File: config.mk
export PLATFORM = sky130hd
export DESIGN_NAME = rtc_reset_sequencer
export DESIGN_NICKNAME = d
export VERILOG_FILES = /design/src/rtl/rtc_reset_sequencer.sv
export SDC_FILE = /design/constraint.sdc
export NUM_CORES = 1
export LEC_CHECK = 0
export ABC_AREA = 1
export CAP_MARGIN = 20
export CORE_ASPECT_RATIO = 1.25
export CORE_MARGIN = 1
export CORE_UTILIZATION = 56
export CTS_CLUSTER_DIAMETER = 50
export CTS_CLUSTER_SIZE = 25
export DETAILED_ROUTE_END_ITERATION = 8
export GPL_ROUTABILITY_DRIVEN = 0
export PLACE_DENSITY_LB_ADDON = 0.3
export SLEW_MARGIN = 10
export SYNTH_ARGS = -nofsm -noshare
export SYNTH_HDL_FRONTEND = slang
export SYNTH_SLANG_ARGS = --single-unit
File: constraint.sdc
create_clock -name clk -period 1.6 [get_ports clk]
set_input_delay 0.48 -clock clk [delete_from_list [all_inputs] [get_ports clk]]
set_output_delay 0.48 -clock clk [all_outputs]
set_load 0.02 [all_outputs]
File: src/rtl/rtc_reset_sequencer.sv
`default_nettype none
// +----------------------------------------------------------------------------+
// | Module   : rtc_reset_sequencer                                             |
// | Purpose  : Releases per-subsystem active-low resets in a fixed order       |
// |            (timekeeping core, I2C/RTC interface, display driver) once the  |
// |            synchronized reset is deasserted and the PLL lock is stable.    |
// |            All stage resets reassert together on reset, lock loss or soft  |
// |            reset request.                                                  |
// | Options  : RTC_SOFT_RESET_EN - enables soft_rst_req and SOFT_ASSERT state. |
// | Revision : 1.0 - initial release                                           |
// +----------------------------------------------------------------------------+
module rtc_reset_sequencer #(
  parameter int NUM_STAGES  = 3,
  parameter int STAGE_DELAY = 16,
  parameter int LOCK_FILTER = 8
) (
  input  logic                  clk,
  input  logic                  ext_reset,
  input  logic                  sync_resetn,
  input  logic                  pll_locked,
  input  logic                  soft_rst_req,
  output logic [NUM_STAGES-1:0] stage_rstn,
  output logic                  seq_done
);

  localparam int c_lock_w = $clog2(LOCK_FILTER + 1);
  localparam int c_dly_w  = $clog2(STAGE_DELAY + 1);
  localparam int c_idx_w  = $clog2(NUM_STAGES + 1);

  localparam logic [c_lock_w-1:0] c_lock_last = c_lock_w'(LOCK_FILTER - 1);
  localparam logic [c_dly_w-1:0]  c_dly_last  = c_dly_w'(STAGE_DELAY - 1);
  localparam logic [c_idx_w-1:0]  c_idx_last  = c_idx_w'(NUM_STAGES - 1);

  typedef enum logic [2:0] {
    ST_HOLD      = 3'd0,
    ST_WAIT_LOCK = 3'd1,
    ST_RELEASE   = 3'd2,
    ST_RUN       = 3'd3
`ifdef RTC_SOFT_RESET_EN
    ,
    ST_SOFT_ASSERT = 3'd4
`endif
  } state_t;

  state_t                  state_q, state_d;
  logic                    lk_meta_q;
  logic                    lk_s_q;
  logic [c_lock_w-1:0]     lock_cnt_q, lock_cnt_d;
  logic [c_dly_w-1:0]      dly_cnt_q, dly_cnt_d;
  logic [c_idx_w-1:0]      idx_q, idx_d;
  logic [NUM_STAGES-1:0]   stage_rstn_q, stage_rstn_d;
  logic                    seq_done_q, seq_done_d;

`ifndef RTC_SOFT_RESET_EN
  // The port is kept for a uniform interface but has no function in this build.
  logic unused_soft_rst_req;
  assign unused_soft_rst_req = soft_rst_req;
`endif

  // Next-state logic: aborts first (reset, then lock loss), then normal sequencing.
  always_comb begin
    state_d      = state_q;
    lock_cnt_d   = lock_cnt_q;
    dly_cnt_d    = dly_cnt_q;
    idx_d        = idx_q;
    stage_rstn_d = stage_rstn_q;
    seq_done_d   = seq_done_q;

    if (!sync_resetn) begin
      state_d      = ST_HOLD;
      lock_cnt_d   = '0;
      dly_cnt_d    = '0;
      idx_d        = '0;
      stage_rstn_d = '0;
      seq_done_d   = 1'b0;
    end else if (!lk_s_q && (state_q != ST_HOLD) && (state_q != ST_WAIT_LOCK)) begin
      // Lock lost while sequencing or running: drop everything and re-filter lock.
      state_d      = ST_WAIT_LOCK;
      lock_cnt_d   = '0;
      dly_cnt_d    = '0;
      idx_d        = '0;
      stage_rstn_d = '0;
      seq_done_d   = 1'b0;
    end else begin
      case (state_q)
        ST_HOLD: begin
          state_d      = ST_WAIT_LOCK;
          lock_cnt_d   = '0;
          stage_rstn_d = '0;
          seq_done_d   = 1'b0;
        end
        ST_WAIT_LOCK: begin
          if (!lk_s_q) begin
            lock_cnt_d = '0;
          end else begin
            lock_cnt_d = lock_cnt_q + c_lock_w'(1);
            if (lock_cnt_q == c_lock_last) begin
              state_d   = ST_RELEASE;
              dly_cnt_d = '0;
              idx_d     = '0;
            end
          end
        end
        ST_RELEASE: begin
          if (dly_cnt_q == c_dly_last) begin
            dly_cnt_d = '0;
            idx_d     = idx_q + c_idx_w'(1);
            // Stages only ever get set here; any reassertion clears all bits at once.
            for (int i = 0; i < NUM_STAGES; i++) begin
              if (idx_q == c_idx_w'(i)) stage_rstn_d[i] = 1'b1;
            end
            if (idx_q == c_idx_last) begin
              state_d    = ST_RUN;
              seq_done_d = 1'b1;
            end
          end else begin
            dly_cnt_d = dly_cnt_q + c_dly_w'(1);
          end
        end
        ST_RUN: begin
`ifdef RTC_SOFT_RESET_EN
          if (soft_rst_req) begin
            state_d      = ST_SOFT_ASSERT;
            dly_cnt_d    = '0;
            idx_d        = '0;
            stage_rstn_d = '0;
            seq_done_d   = 1'b0;
          end
`endif
        end
`ifdef RTC_SOFT_RESET_EN
        ST_SOFT_ASSERT: begin
          // Hold all stages low for STAGE_DELAY cycles, then resequence without re-filtering lock.
          if (dly_cnt_q == c_dly_last) begin
            state_d   = ST_RELEASE;
            dly_cnt_d = '0;
            idx_d     = '0;
          end else begin
            dly_cnt_d = dly_cnt_q + c_dly_w'(1);
          end
        end
`endif
        default: begin
          state_d      = ST_HOLD;
          lock_cnt_d   = '0;
          dly_cnt_d    = '0;
          idx_d        = '0;
          stage_rstn_d = '0;
          seq_done_d   = 1'b0;
        end
      endcase
    end
  end

  // State, counters, registered outputs and the two-flop lock synchronizer.
  always_ff @(posedge clk or negedge ext_reset) begin
    if (!ext_reset) begin
      lk_meta_q    <= 1'b0;
      lk_s_q       <= 1'b0;
      state_q      <= ST_HOLD;
      lock_cnt_q   <= '0;
      dly_cnt_q    <= '0;
      idx_q        <= '0;
      stage_rstn_q <= '0;
      seq_done_q   <= 1'b0;
    end else begin
      lk_meta_q    <= pll_locked;
      lk_s_q       <= lk_meta_q;
      state_q      <= state_d;
      lock_cnt_q   <= lock_cnt_d;
      dly_cnt_q    <= dly_cnt_d;
      idx_q        <= idx_d;
      stage_rstn_q <= stage_rstn_d;
      seq_done_q   <= seq_done_d;
    end
  end

  assign stage_rstn = stage_rstn_q;
  assign seq_done   = seq_done_q;

endmodule
`default_nettype wire
; Word level (Yosys, flattened, before mapping)
; Cells that the tools add are included.
[word_totals]
reg_bits = 20
latch_bits = 0
ram_bits = 0
romBits = 0
inputBits = 5
memories = 0
[op_classes]
add_sub_neg = 3
n_mul = 0
div_mod_pow = 0
n_lt_le_gt_ge = 0
eq_ne = 18
shifts = 0
mux = 34
bitwise_logic = 0
n_reduce_logical = 15
[ops]
columns = cell, n
row1 = 3-bit 2-to-1 mux, 9
row2 = 5-bit 2-to-1 mux, 5
row3 = "4-bit != test, second input constant", 6
row4 = 5-bit case mux with 3 select lines, 1
row5 = 4-bit 2-to-1 mux, 3
row6 = 3-bit case mux with 4 select lines, 1
row7 = 3-bit AND reduction, 4
row8 = 2-bit 2-to-1 mux, 5
row9 = "3-bit by 2-bit != test with 1-bit output, second input constant", 3
row10 = 4-bit case mux with 2 select lines, 1
row11 = "3-bit by 2-bit equality test with 1-bit output, second input constant", 2
row12 = 1-bit 2-to-1 mux, 6
row13 = 2-bit case mux with 3 select lines, 1
row14 = 3-bit case mux with 2 select lines, 1
row15 = 2-bit OR reduction, 3
row16 = "5-bit by 1-bit adder with 5-bit output, second input constant", 1
row17 = "5-bit by 4-bit equality test with 1-bit output, second input constant", 1
row18 = 5-bit AND reduction, 1
row19 = "4-bit by 1-bit adder with 4-bit output, second input constant", 1
row20 = "4-bit by 3-bit equality test with 1-bit output, second input constant", 1
row21 = 4-bit AND reduction, 1
row22 = "3-bit by 1-bit equality test with 1-bit output, second input constant", 1
row23 = 3-bit logical NOT, 1
row24 = "3-bit by 1-bit != test with 1-bit output, second input constant", 1
row25 = 9 further kinds, 10

; Depth between registers and ports, before layout
; Gate-level depths: netlist of the first run.
[depth]
ltp_word = 6
mapped_depth = 10

; Worst setup path before layout of the first run
; No wires, ideal clock.
[synth_timing]
path_type = register -> register
startpoint = register state_q[0]
endpoint = register stage_rstn_q[2], in the netlist stage_rstn[2]
arrival_ns = 1.338
setup_slack_ns = 0.144
path_stages_with_launch = 10
synth_period_minus_slack_ns = 1.456
cell_sequence = dfrtp_1 -> ha_1 -> nor2_2 -> nand2_4 -> nand2_4 -> nor2_8 -> o21ai_4 -> nand2_1 -> nand2_1 -> nand2_1
[synth_between]
elab_chain_len = 5
elab_cells_between_ends = 15
[synth_lines]
columns = element, line
row1 = "start, declared", 45  ; state_t state_q, state_d;
row2 = "start signal, assigned", 169  ; state_q <= state_d;
row3 = "3-bit by 1-bit equality test with 1-bit output, or another cell as far along", 85  ; case (state_q)
row4 = 2-bit OR reduction (no line) / 1-bit logical AND (equally long branches), -
row5 = 3-bit case mux with 2 select lines / 1-bit logical AND (equally long branches), "85, 76"
row6 = "3-bit 2-to-1 mux, or another cell as far along", 76  ; end else if (!lk_s_q && (state_q != ST_HOLD) && (state_q != ST_WAIT_LOCK)) begin
row7 = 3-bit 2-to-1 mux / 3-bit AND reduction (equally long branches), -
row8 = "end signal, assigned", 173  ; stage_rstn_q <= stage_rstn_d;
row9 = "end, declared", 51  ; logic [NUM_STAGES-1:0] stage_rstn_q, stage_rstn_d;
; Several ways; a longest one is shown, not always the timed one.
; A chain may end at the register's enable or synchronous reset.

; Final worst setup path of the first run
[layout_timing]
startpoint = register state_q[0]
endpoint = register stage_rstn_q[0], in the netlist stage_rstn[0]
; Same word-level chain as after synthesis.

==> impl_metrics.ini, run 1 <==
[timing]
hold-worst-slack_ps = 376
timing.final.crit_share_pct = 95.9
fmax_mhz = 652
setup_violations = 0
finClkSkew_ps = 9.93
fin_setup_tns_ps = 0
worst_pin_slew_ps = 320
relSlewSlack_pct = 78.7
report.final.hold_viol_count = 0
setup_ws_ps = 66.0
finalMaxSlewViolations = 0
period_needed_ps = 1530

[detailed_routing]
num_vias = 1003
dr.first_iter.drc_count = 25
drc = 0
drt_wl_total_um = 2420
wl_per_cell_um = 13.3
drtAntennaViolNets = 0
drtPass1Iterations = 5
via_per_inst = 5.51

[clock_tree]
cts_tree = done
clkTransAtPathRegs_ps = 110
htree_levels = 1
clockBufferDepth = 2
hold_buffers = 0
cts_made_buffers = 3
clkLatencyLatePin_ps = 300
cts_sinks = 18
clock-root-buffer = clkbuf_4

[power]
internal_power_mw = 1.01
ir_drop_mv = 0.836
power.leakage_nw = 0.739
power_frac_comb_pct = 51.9
power_density_nw_per_um2 = 1330
p_seq_share_pct = 32.0
switching_share_pct = 43.7
clockPowerShare_pct = 16.1
p_total_mw = 1.79
power_switching_uw = 785

[floorplanning]
core_um2 = 1850
chipHeight_um = 52.6
initial_core_util_pct = 61.9
ioPinCount = 9
num_rows = 17
fp.dieW_um = 42.4
dieArea_um2 = 2230

[grt]
grt_pass1_wl_um = 4130
grt_pass1_vias = 972
track_usage_pct = 24.6
antenna_found_initial = 0
gr-total-overflow = 0
grt_max_degree = 19

[worst_setup_path]
crit_arrival_ps = 1730
crit_fanout = 10
critPathLaunch = state_q[0]$_DFFE_PN0P_
rr_worst_depth = 9
r2r_slack_ps = 70
cp-end-kind = flop
crit_path_start_kind = flop
r2r-start = state_q[0]$_DFFE_PN0P_
r2r_end = stage_rstn[0]$_DFFE_PN0P_
criticalPathCategory = reg2reg
cp.required_ps = 1800
endpoint = stage_rstn[0]$_DFFE_PN0P_

[placed_design]
dpl-instance-area_um2 = 1280
dp_worst_setup_slack_ps = -244
portBuffers = 7
hpwlAfterDp_um = 1780
dp.cells = 177

[yosys]
synthesis.area_um2 = 1140
synth_area_leader_cell = dfrtp_1
synth_seq_cells = 18
yosysWarnings = 0
syn_nets = 159
synth_cell_type_count = 23
netlist.area_leader.share_pct = 39.3
synthCells = 145
netlist_top_cells_area = dfrtp_1, nand2_1, ha_1
synth_seq_area_share_pct = 39.3
synth.avg_cell_area_um2 = 7.90

[finish]
postLayoutCoreUtil_pct = 72.8
final_area_um2 = 1350
antenna_cells = 0
drive_gt1_share_pct = 19.6
final_cells = 182
final_net_count = 178
area_delta_synth_final_pct = 17.7

[run_status]
status = completed

[worst_hold_path]
hold_path_class = reg2reg

[run]
drv_cap = 0
## synth_stat cells
| library cell | number |
|---|---|
| o21ai_4 | 1 |
| ha_1 | 9 |
| inv_2 | 2 |
| nor3_1 | 1 |
| a21oi_2 | 1 |
| nand3_2 | 2 |
| nor2_4 | 1 |
| nand2_4 | 2 |
| o21ai_1 | 3 |
| o21ai_0 | 4 |
| buf_4 | 2 |
| inv_1 | 21 |
| a21oi_1 | 7 |
| nor2_1 | 10 |
| nor2_2 | 1 |
| o21bai_1 | 1 |
| nand2_1 | 37 |
| nor2_8 | 1 |
| nand2_2 | 2 |
| nand3_1 | 12 |
| dfrtp_1 | 18 |
| nand4_1 | 5 |
| a31oi_1 | 2 |
## placed cells by master (no fill, tap or decap), types with 3 or more instances in the layout
cell type / n
a21oi_1: 6
buf_4: 9
clkbuf_4: 3
dfrtp_1: 18
dlygate4sd2_1: 4
ha_1: 7
inv_1: 20
nand2_1: 36
nand2_2: 3
nand3_1: 12
nand4_1: 5
nor2_1: 10
o21ai_0: 4
o21ai_1: 3
## worst min-delay path by stage
stage | depth (start not counted) | to | slack [ps] | from
finish | 0 | lk_s_q$_DFF_PN0_ | 380 | lk_meta_q$_DFF_PN0_
global route | 0 | lk_s_q$_DFF_PN0_ | 390 | lk_meta_q$_DFF_PN0_
CTS | 0 | lk_s_q$_DFF_PN0_ | 380 | lk_meta_q$_DFF_PN0_
detailed placement | 0 | lk_s_q$_DFF_PN0_ | 360 | lk_meta_q$_DFF_PN0_
global placement | 0 | lk_s_q$_DFF_PN0_ | 340 | lk_meta_q$_DFF_PN0_
floorplan | 0 | dly_cnt_q[0]$_DFFE_PN0P_ | 180 | ext_reset
## power groups by stage
stage          registers, mW  logic [mW]  clock network, mW
2_1_floorplan          0.599       0.595                  0
3_5_place_dp           0.585       0.862                  0
3_3_place_gp           0.578       0.831                  0
6_report               0.574       0.931              0.290
5_1_grt                0.581        1.04              0.301
4_1_cts                0.574       0.871              0.291
## routing by layer
layer  track usage, %  wire length (µm)  vias up
met2             44.4              1270       25
met1             29.5              1050      476
li1                 -                 -      498
met4             10.9                31        0
met5                0                 0        -
met3             2.41                72        4
## worst max-delay path, cell delays in order (launching register included)
cell and delay, ps:
dfrtp_1 430, ha_2 230, nor2_4 150, nand2_4 110, nand2_4 120, inv_2 60
o21ai_1 110, nand2_1 90, nand2_1 70, nand2_1 60
## flip-flops by register name (all words and copies together), names as in the netlist
name / flops
dly_cnt_q: 5
lock_cnt_q: 4
stage_rstn: 3
idx_q: 2
state_q: 2
lk_meta_q: 1
lk_s_q: 1
## final cells by class
| cell class | instances | area (µm²) |
|---|---|---|
| Sequential cell | 18 | 450 |
| Timing Repair Buffer | 16 | 135 |
| Fill cell | 149 | 503 |
| Multi-Input combinational cell | 102 | 613 |
| Tap cell | 19 | 23.8 |
| Clock buffer | 4 | 36.3 |
| Inverter | 23 | 88.8 |
## logic make-up (layout without fill, tap and decap cells)
kind of cell | Yosys count | in the layout | synth area share, %
flops | 18 | 18 | 39.3
buf+inv | 25 | 43 | 8.85
fa+ha+maj | 9 | 9 | 9.84
simple gates | 74 | 74 | 31.9
compound gates | 19 | 19 | 10.1
## what timing repair did
| action | 4_1_cts | 5_1_grt |
|---|---|---|
| resized for setup | 5 | 8 |
| hold endpoints to repair | 0 | 0 |
| pin swaps | 0 | 1 |
| setup buffers | 0 | 1 |
| setup endpoints to repair | 6 | 14 |
Note: power is estimated with default switching activity, not from simulation.
==> run 2: changes to the inputs <==
==> constraint.sdc (replaced) <==
create_clock -name clk -period 1.6 [get_ports clk]
set_input_delay 0.32 -clock clk [delete_from_list [all_inputs] [get_ports clk]]
set_output_delay 0.32 -clock clk [all_outputs]
set_load 0.02 [all_outputs]
==> run 2 against run 1 <==
  * Global-route usage shrank 1.2 points
  * Clock skew down 4.2 ps
  * Power is 4.6% lower
  * Utilization shrank 1.6 points
  * Combinational power fell by 8.5%
  * Die area unchanged
  * Sequential share of layout area rose by 0.76 points
  * Largest cell class unchanged
  * Largest power group unchanged
  * Highest routed layer unchanged
==> impl_metrics.ini, run 2 (synthesis gave the netlist of run 1 again) <==
[timing]
report.final.hold_viol_count = 0
finClkSkew_ps = 5.77
period_needed_ps = 1500
worst_pin_slew_ps = 291
fmax_mhz = 667
finalMaxSlewViolations = 0
timing.final.crit_share_pct = 93.7
relSlewSlack_pct = 80.6
rsz0062_at_grt = no
setup_violations = 0

[grt]
busiest_layer = met2
met1_usage_pct = 27.2
antenna_found_initial = 0
track_usage_pct = 23.4
gr-total-overflow = 0
use_met2_pct = 40.0
grt_pass1_vias = 965
grt_max_degree = 19
grt_pass1_wl_um = 3830
use_met3_pct = 4.14

[finish]
final_net_count = 175
postLayoutCoreUtil_pct = 71.2
antenna_cells = 0
drive_gt1_share_pct = 17.5
final_cell_mix = nand2_1, inv_1, dfrtp_1, nand3_1, nor2_1
mostFrequentLayoutCell = nand2_1
largest_reg_flops = 5
final_area_um2 = 1320
area_delta_synth_final_pct = 15.1
top_register = dly_cnt_q

[floorplanning]
num_rows = 17
fp.dieW_um = 42.4
dieArea_um2 = 2230
initial_core_util_pct = 61.9
core_um2 = 1850
ioPinCount = 9
chipHeight_um = 52.6

[clock_tree]
hold_buffers = 0
clockBufferDepth = 2
cts_sinks = 18
clock-root-buffer = clkbuf_4
clkTransAtPathRegs_ps = 110
cts_tree = done
htree_levels = 1
cts_made_buffers = 3
clkLatencyLatePin_ps = 290
post_cts.repair.setup_buffers = 0

[worst_setup_path]
cp.required_ps = 1790
critPathLaunch = state_q[0]$_DFFE_PN0P_
r2r-start = state_q[0]$_DFFE_PN0P_
crit_fanout = 10
criticalPathCategory = reg2reg
cp-end-kind = flop
crit_arrival_ps = 1690
crit_path_start_kind = flop
rr_worst_depth = 8

[power]
ir_drop_mv = 0.803
power_density_nw_per_um2 = 1300
power.leakage_nw = 0.726
p_total_mw = 1.71

[placed_design]
portBuffers = 7
dpl-instance-area_um2 = 1270
hpwlAfterDp_um = 1620

[detailed_routing]
num_vias = 945
drc = 0
dr.first_iter.drc_count = 8
drtPass1Iterations = 4
drtAntennaViolNets = 0
via_per_inst = 5.28
wl_per_cell_um = 11.8
drt_wl_total_um = 2120

[worst_hold_path]
hold_path_class = in2async

[run]
drv_cap = 0

[run_status]
status = completed
## run 2: cell types whose count changed in the layout (fill, tap and decap cells not counted), sizes merged
cell           before  now
buf                 9    6
clkdlybuf4s50       2    3
dlygate4sd2         4    3
## run 2: repair_timing
item,4_1_cts,5_1_grt
pin swaps,0,2
gates cloned,0,0
gates resized for setup,3,7
endpoints found under the setup margin,3,15
## run 2: layout make-up
| type | instances | area, µm² |
|---|---|---|
| clock buffer | 4 | 36.3 |
| multi-input combinational | 102 | 607 |
| inverter | 23 | 86.3 |
| fill | 141 | 533 |
| sequential | 18 | 450 |
| timing repair buffer | 13 | 114 |
| tap | 19 | 23.8 |
## run 2: per-stage QoR
stage                     instances  hold slack (ps)  setup TNS [ps]  worst slack [ps]
after floorplan                 145             24.4               0               144
after global placement          175              338            -248             -48.6
after detailed placement        175              337            -394             -73.0
after CTS                       179              352               0              6.56
after global routing            179              372               0             0.544
final                           179              357               0               101
## run 2: critical path, cell delays in order, from the launching register on
cell     delay (ps)
dfrtp_1         450
ha_2            240
nor2_4          150
nand2_4         110
nand2_4         110
nor2_8           50
buf_4           140
nand3_1          70
nand2_1          70
## run 2: power by group
part           switching [mW]  internal, mW  total (mW)
Clock                   0.142         0.139       0.281
Sequential             0.0597         0.520       0.579
Combinational           0.540         0.312       0.852
Total                   0.742         0.970        1.71
## run 2: path summary, 6_finish.rpt
path,end,slack [ps]
setup / recovery,stage_rstn[1]$_DFFE_PN0P_,100
hold / removal,lock_cnt_q[2]$_DFFE_PN0P_,360
setup reg to reg,stage_rstn[1]$_DFFE_PN0P_,100
hold reg to reg,lk_s_q$_DFF_PN0_,360
max in group asynchronous,lock_cnt_q[3]$_DFFE_PN0P_,1040
min in group clk,lk_s_q$_DFF_PN0_,360
## run 2: per-layer routing
| metal | vias to the layer above | wire [µm] |
|---|---|---|
| li1 | 495 | - |
| met1 | 428 | 950 |
| met2 | 15 | 1050 |
| met3 | 7 | 46 |
| met4 | 0 | 74 |
| met5 | - | 0 |
